==> src/rtl/dcache_wb_dm.sv <==
// Direct-mapped, write-back, write-allocate data cache between the core's 32-bit data port
// and a 128-bit line-oriented slow memory. Hits are served combinationally; misses stall the core.
module dcache_wb_dm #(
   parameter int INDEX_W = 3,
   parameter int TAG_W   = 25
) (
   input  logic         clk,
   input  logic         proc_reset,
   input  logic         proc_read,
   input  logic         proc_write,
   input  logic [29:0]  proc_addr,
   input  logic [31:0]  proc_wdata,
   output logic [31:0]  proc_rdata,
   output logic         proc_stall,
   output logic         mem_read,
   output logic         mem_write,
   output logic [27:0]  mem_addr,
   output logic [127:0] mem_wdata,
   input  logic [127:0] mem_rdata,
   input  logic         mem_ready
);

   localparam int LINES = 1 << INDEX_W;

   typedef enum logic [1:0] {
      ST_IDLE,
      ST_WRITEBACK,
      ST_ALLOCATE
   } state_t;

   state_t state_q, state_d;

   logic               mem_read_q, mem_read_d;
   logic               mem_write_q, mem_write_d;
   logic [27:0]        mem_addr_q, mem_addr_d;
   logic [127:0]       mem_wdata_q, mem_wdata_d;

   logic [1:0]         req_offset;
   logic [INDEX_W-1:0] req_index;
   logic [TAG_W-1:0]   req_tag;

   logic [LINES-1:0]   valid_vec;
   logic [LINES-1:0]   dirty_vec;
   logic [TAG_W-1:0]   tag_q  [LINES];
   logic [127:0]       data_q [LINES];

   logic [TAG_W-1:0]   line_tag;
   logic [127:0]       line_data;
   logic [127:0]       merged_line;
   logic               line_valid;
   logic               line_dirty;
   logic               hit;
   logic               req;

   // Per-access strobes into the line storage, all addressed by req_index.
   logic               write_word_en;
   logic               fill_en;
   logic               clean_en;

   assign req_offset = proc_addr[1:0];
   assign req_index  = proc_addr[INDEX_W+1:2];
   assign req_tag    = proc_addr[29:INDEX_W+2];

   assign line_tag   = tag_q[req_index];
   assign line_data  = data_q[req_index];
   assign line_valid = valid_vec[req_index];
   assign line_dirty = dirty_vec[req_index];

   assign hit = line_valid & (line_tag == req_tag);
   assign req = proc_read | proc_write;

   assign proc_rdata = line_data[{req_offset, 5'b00000} +: 32];

   always_comb begin
      merged_line = line_data;
      merged_line[{req_offset, 5'b00000} +: 32] = proc_wdata;
   end

   assign mem_read  = mem_read_q;
   assign mem_write = mem_write_q;
   assign mem_addr  = mem_addr_q;
   assign mem_wdata = mem_wdata_q;

   always_comb begin
      state_d       = state_q;
      mem_read_d    = mem_read_q;
      mem_write_d   = mem_write_q;
      mem_addr_d    = mem_addr_q;
      mem_wdata_d   = mem_wdata_q;
      proc_stall    = 1'b0;
      write_word_en = 1'b0;
      fill_en       = 1'b0;
      clean_en      = 1'b0;
      case (state_q)
         ST_IDLE: begin
            proc_stall = req & ~hit;
            if (req && !hit) begin
               if (line_valid && line_dirty) begin
                  state_d     = ST_WRITEBACK;
                  mem_write_d = 1'b1;
                  mem_addr_d  = {line_tag, req_index};
                  mem_wdata_d = line_data;
               end else begin
                  state_d    = ST_ALLOCATE;
                  mem_read_d = 1'b1;
                  mem_addr_d = {req_tag, req_index};
               end
            end else if (proc_write && hit) begin
               write_word_en = 1'b1;
            end
         end
         ST_WRITEBACK: begin
            proc_stall = 1'b1;
            if (mem_ready) begin
               // Victim is safely in memory; chain straight into the fill.
               state_d     = ST_ALLOCATE;
               mem_write_d = 1'b0;
               mem_read_d  = 1'b1;
               mem_addr_d  = {req_tag, req_index};
               clean_en    = 1'b1;
            end
         end
         ST_ALLOCATE: begin
            proc_stall = 1'b1;
            if (mem_ready) begin
               state_d    = ST_IDLE;
               mem_read_d = 1'b0;
               fill_en    = 1'b1;
            end
         end
         default: begin
            state_d     = ST_IDLE;
            mem_read_d  = 1'b0;
            mem_write_d = 1'b0;
         end
      endcase
   end

   always_ff @(posedge clk) begin
      if (proc_reset) begin
         state_q     <= ST_IDLE;
         mem_read_q  <= 1'b0;
         mem_write_q <= 1'b0;
         mem_addr_q  <= '0;
         mem_wdata_q <= '0;
      end else begin
         state_q     <= state_d;
         mem_read_q  <= mem_read_d;
         mem_write_q <= mem_write_d;
         mem_addr_q  <= mem_addr_d;
         mem_wdata_q <= mem_wdata_d;
      end
   end

   // Tag and data arrays carry no reset; valid bits gate every use of them.
   always_ff @(posedge clk) begin
      if (fill_en) begin
         tag_q[req_index]  <= req_tag;
         data_q[req_index] <= mem_rdata;
      end else if (write_word_en) begin
         data_q[req_index] <= merged_line;
      end
   end

   generate
      for (genvar gi = 0; gi < LINES; gi++) begin : g_line_state
         logic valid_line_q;
         logic dirty_line_q;
         logic line_sel;

         assign line_sel = (req_index == INDEX_W'(gi));

         always_ff @(posedge clk) begin
            if (proc_reset) begin
               valid_line_q <= 1'b0;
               dirty_line_q <= 1'b0;
            end else if (line_sel) begin
               if (fill_en) begin
                  valid_line_q <= 1'b1;
                  dirty_line_q <= 1'b0;
               end else if (clean_en) begin
                  dirty_line_q <= 1'b0;
               end else if (write_word_en) begin
                  dirty_line_q <= 1'b1;
               end
            end
         end

         assign valid_vec[gi] = valid_line_q;
         assign dirty_vec[gi] = dirty_line_q;
      end
   endgenerate

endmodule

==> config.mk <==
export PLATFORM = sky130hd
export DESIGN_NAME = dcache_wb_dm
export DESIGN_NICKNAME = d
export VERILOG_FILES = /design/src/rtl/dcache_wb_dm.sv
export SDC_FILE = /design/constraint.sdc
export NUM_CORES = 2
export LEC_CHECK = 0
export BUFFER_PORTS_ARGS = -buffer_cell sky130_fd_sc_hd__buf_4
export CORE_UTILIZATION = 57
export CTS_CLUSTER_DIAMETER = 50
export DETAILED_ROUTE_END_ITERATION = 6
export PLACE_DENSITY = 0.76
export SYNTH_ARGS = -nofsm -noshare
export SYNTH_HDL_FRONTEND = slang
export SYNTH_SLANG_ARGS = --single-unit
==> constraint.sdc <==
create_clock -name clk -period 29.4 [get_ports clk]
set_clock_uncertainty 0.2 [all_clocks]
set_input_delay 2.94 -clock clk [delete_from_list [all_inputs] [get_ports clk]]
set_output_delay 2.94 -clock clk [all_outputs]
set_load 0.01 [all_outputs]
==> results.md <==
- R2R depth: 11
- Slew margin rel.: 15.0%
- Post-layout nets: 3925
- Htree depth: 4
- Root Driver: clkbuf_16
- CTS tree: done
- Drt drc: 0
- Placed Cells: 4863
- Critical path's top delay family: buffers and inverters
- Skew-Pair Late Insertion Delay: 770 ps
- Int Pwr: 3330 uW
- Layout Cells excl Fill: 5140
- Largest area contributor in the netlist: edfxtp_1
- Ys flop type: edfxtp_1
- Period utilization: 34.8%
- Syn Inst Count: 3340
- Io pins: 386
- Setup_tns: 0 ps
- CP max-delay cell: buf_4
- Worst setup EP type: primary output
- Clock Path Buffers: 3
- Critical Path RT: 26260 ps
- Syn nets: 3544
- Critical path depth in cells: 8
- WL/cell: 33.8 um
- Reg-to-Reg End: data_q[1][87]$_DFFE_PP_
- Slew @ Worst Pin: 1240 ps
- Final min period: 10240 ps
- CP Buf/Inv Count: 5
- RSZ-0062 raised after global routing: no
- Hold path cells: 2
- Vias per cell: 6.76
- Pins Over Slew Limit: 0
- Pwr dens: 65.5 nW/um^2
- Initial antenna violation count: 14
- Final-layout fill cell count: 6432
- Gpl congestion: 0.938
- DR iter-0 viols: 4875
- Global router's overall resource usage: 34.3%
- Layout overhead on the synthesized area: 15.5%
- Via Count: 34700
- Num rows: 115
- Clock transition at the registers of the reported paths: 60 ps
- CTS buffer count: 143
- Share of power burned in registers: 50.7%
- Clk pwr share: 41.4%
- Hold Startpoint: mem_addr[25]$_SDFFE_PP0P_
- Routed WL: 173 mm
- Port Buffers: 385
- Core area: 98900 sq um
- Critical path arrival: 7100 ps
- Ys async rst share: 0%
- WS Path Type: in2out
- Post-Route Utilization: 66.7%
- Switch Pwr: 996 uW
- Detailed placement HPWL: 107 mm
- GRT overflow: 0
- VDD IR max: 0.0593 mV
- Setup Viol. Count Final: 0
- Sw Share: 23.0%
- Logic pwr share: 7.9%
- Post-synthesis register bit count: 1400
- RR Startpoint: tag_q[6][18]$_DFFE_PP_
- Die area: 101000 sq um
- Chip Width: 318 um
- Hold Violations, Final: 0
- Synth cell types: 71
- Cell with the most instances after synthesis: edfxtp_1
- Critical path's most frequent cell: buf_4
- Setup crit start: proc_addr[2]
- R2r setup slk: 23320 ps
- Post-Syn Area: 57100 sq um
- First-pass GRT wire length: 244 mm
- PostCTS Resize Cnt: 0
- CP max stage delay: 850 ps
- Crit-path cells: buf_8, buf_4, buf_4, mux4_2, mux2i_1, mux4_2, inv_1, buf_4
- Share of layout cells above drive strength 1: 29.3%
- Leak: 0.0224 uW
- Outcome: finished, final reports clean
- Largest net degree at the start of global routing: 148
- Cts hold-fix bufs: 0
- Crit path max fanout: 72
- Syn_area_per_cell: 17.1 sq um
- Hold Path Class: reg2reg
- EDFF count, synth: 1224
- Post-CTS Setup Repair Bufs: 0
- Pre-antenna DRT Iters: 6
- Critical Path Sink: proc_rdata[6]
- Max_cap viols: 0
- Worst hold slack: 265 ps
- Synth top area share: 64.4%
- Number of global-route vias before repair: 33100
- Synth warn: 0
- Startpoint types: primary input
- Die H: 318 um
- CTS Sinks: 1400
- Synth top cells by count: edfxtp_1 (1224), nor2_1 (435), mux4_2 (302)
- Fmax: 97.6 MHz
- Starting Density: 57.7%
- DRT antenna net count: 0
- Sequential share of the synthesized area: 70.6%
- Synth area leaders: edfxtp_1 (64%), mux4_2 (12%), dfxtp_1 (6.2%)
-- area by class of cell --
class / count / area (sq um) / area share (%)
Clock buffer: 201 / 3980 / 6.04
Clock inverter: 64 / 634 / 0.962
Timing Repair Buffer: 464 / 3630 / 5.50
Antenna cell: 12 / 30.0 / 0.0455
Multi-Input combinational cell: 1662 / 15600 / 23.6
Tap cell: 1287 / 1610 / 2.44
Inverter: 50 / 195 / 0.296
Sequential cell: 1400 / 40300 / 61.1
-- kinds of logic after synthesis --
group,share of synthesized area (%)
DFF,70.6
and+or+nand+nor,4.17
AOI/OAI and AO/OA,6.77
muxes,15.7
buffers and inverters,2.32
xor gates and xnor gates,0.276
adders and majority gates,0.197
-- worst reg2reg max path, stage by stage (launching register included) --
cell and delay, ps:
edfxtp_1 370, mux4_2 470, mux2_2 300, xnor2_1 480, nand3_1 140, nor4b_1 270
and4_1 360, and4_4 690, buf_4 740, buf_4 710, nor2_1 410, a21oi_1 620
-- cell usage in the layout, fill, tap and decap left out, types with 31 or more instances in the layout --
master	count
a21oi_1	296
mux2i_1	183
buf_4	451
nand2_1	31
inv_1	45
clkbuf_1	45
nor2_1	421
edfxtp_1	1224
mux4_2	302
dfxtp_1	176
a211oi_1	48
o21ai_0	34
a211oi_2	91
clkbuf_16	148
-- flip-flops by register name, summed over array words and instances (netlist names) --
signal                     count
mem_write                      1
mem_wdata                    128
tag_q                        200
g_line_state.dirty_line_q      8
mem_read                       1
data_q                      1024
mem_addr                      28
state_q                        2
g_line_state.valid_line_q      8
-- per-stage QoR --
step	power, uW	setup slack, ps	area, sq um
6_report	4320	19160	65900
4_1_cts	4320	19110	65900
3_3_place_gp	2560	19140	61300
5_1_grt	4410	18920	65900
3_5_place_dp	2570	19110	61300
2_1_floorplan	2420	14530	57100
-- how the worst min path moves through the flow --
stage | to | slack, ps
2_1_floorplan | g_line_state[4].valid_line_q$_SDFFE_PP0P_ | 230
3_3_place_gp | g_line_state[3].valid_line_q$_SDFFE_PP0P_ | 240
3_5_place_dp | mem_addr[25]$_SDFFE_PP0P_ | 250
4_1_cts | mem_addr[25]$_SDFFE_PP0P_ | 260
5_1_grt | mem_addr[25]$_SDFFE_PP0P_ | 280
6_report | mem_addr[25]$_SDFFE_PP0P_ | 270
-- per-layer routing --
metal | share of wire [%] | global-route usage [%] | up-vias
met5 | 0.036 | 0 | -
met4 | 6.3 | 20.0 | 12
met3 | 14 | 11.2 | 415
met2 | 45 | 50.4 | 2788
met1 | 35 | 45.1 | 17500
li1 | - | - | 14000
-- power by group through the flow --
stage                     registers [uW]  logic, uW  clock network, uW
final                               2190        341               1790
after global routing                2190        352               1870
after CTS                           2190        334               1790
after detailed placement            2230        332                  0
after global placement              2230        328                  0
after floorplan                     2240        180                  0
(Power assumes the default switching activity.)
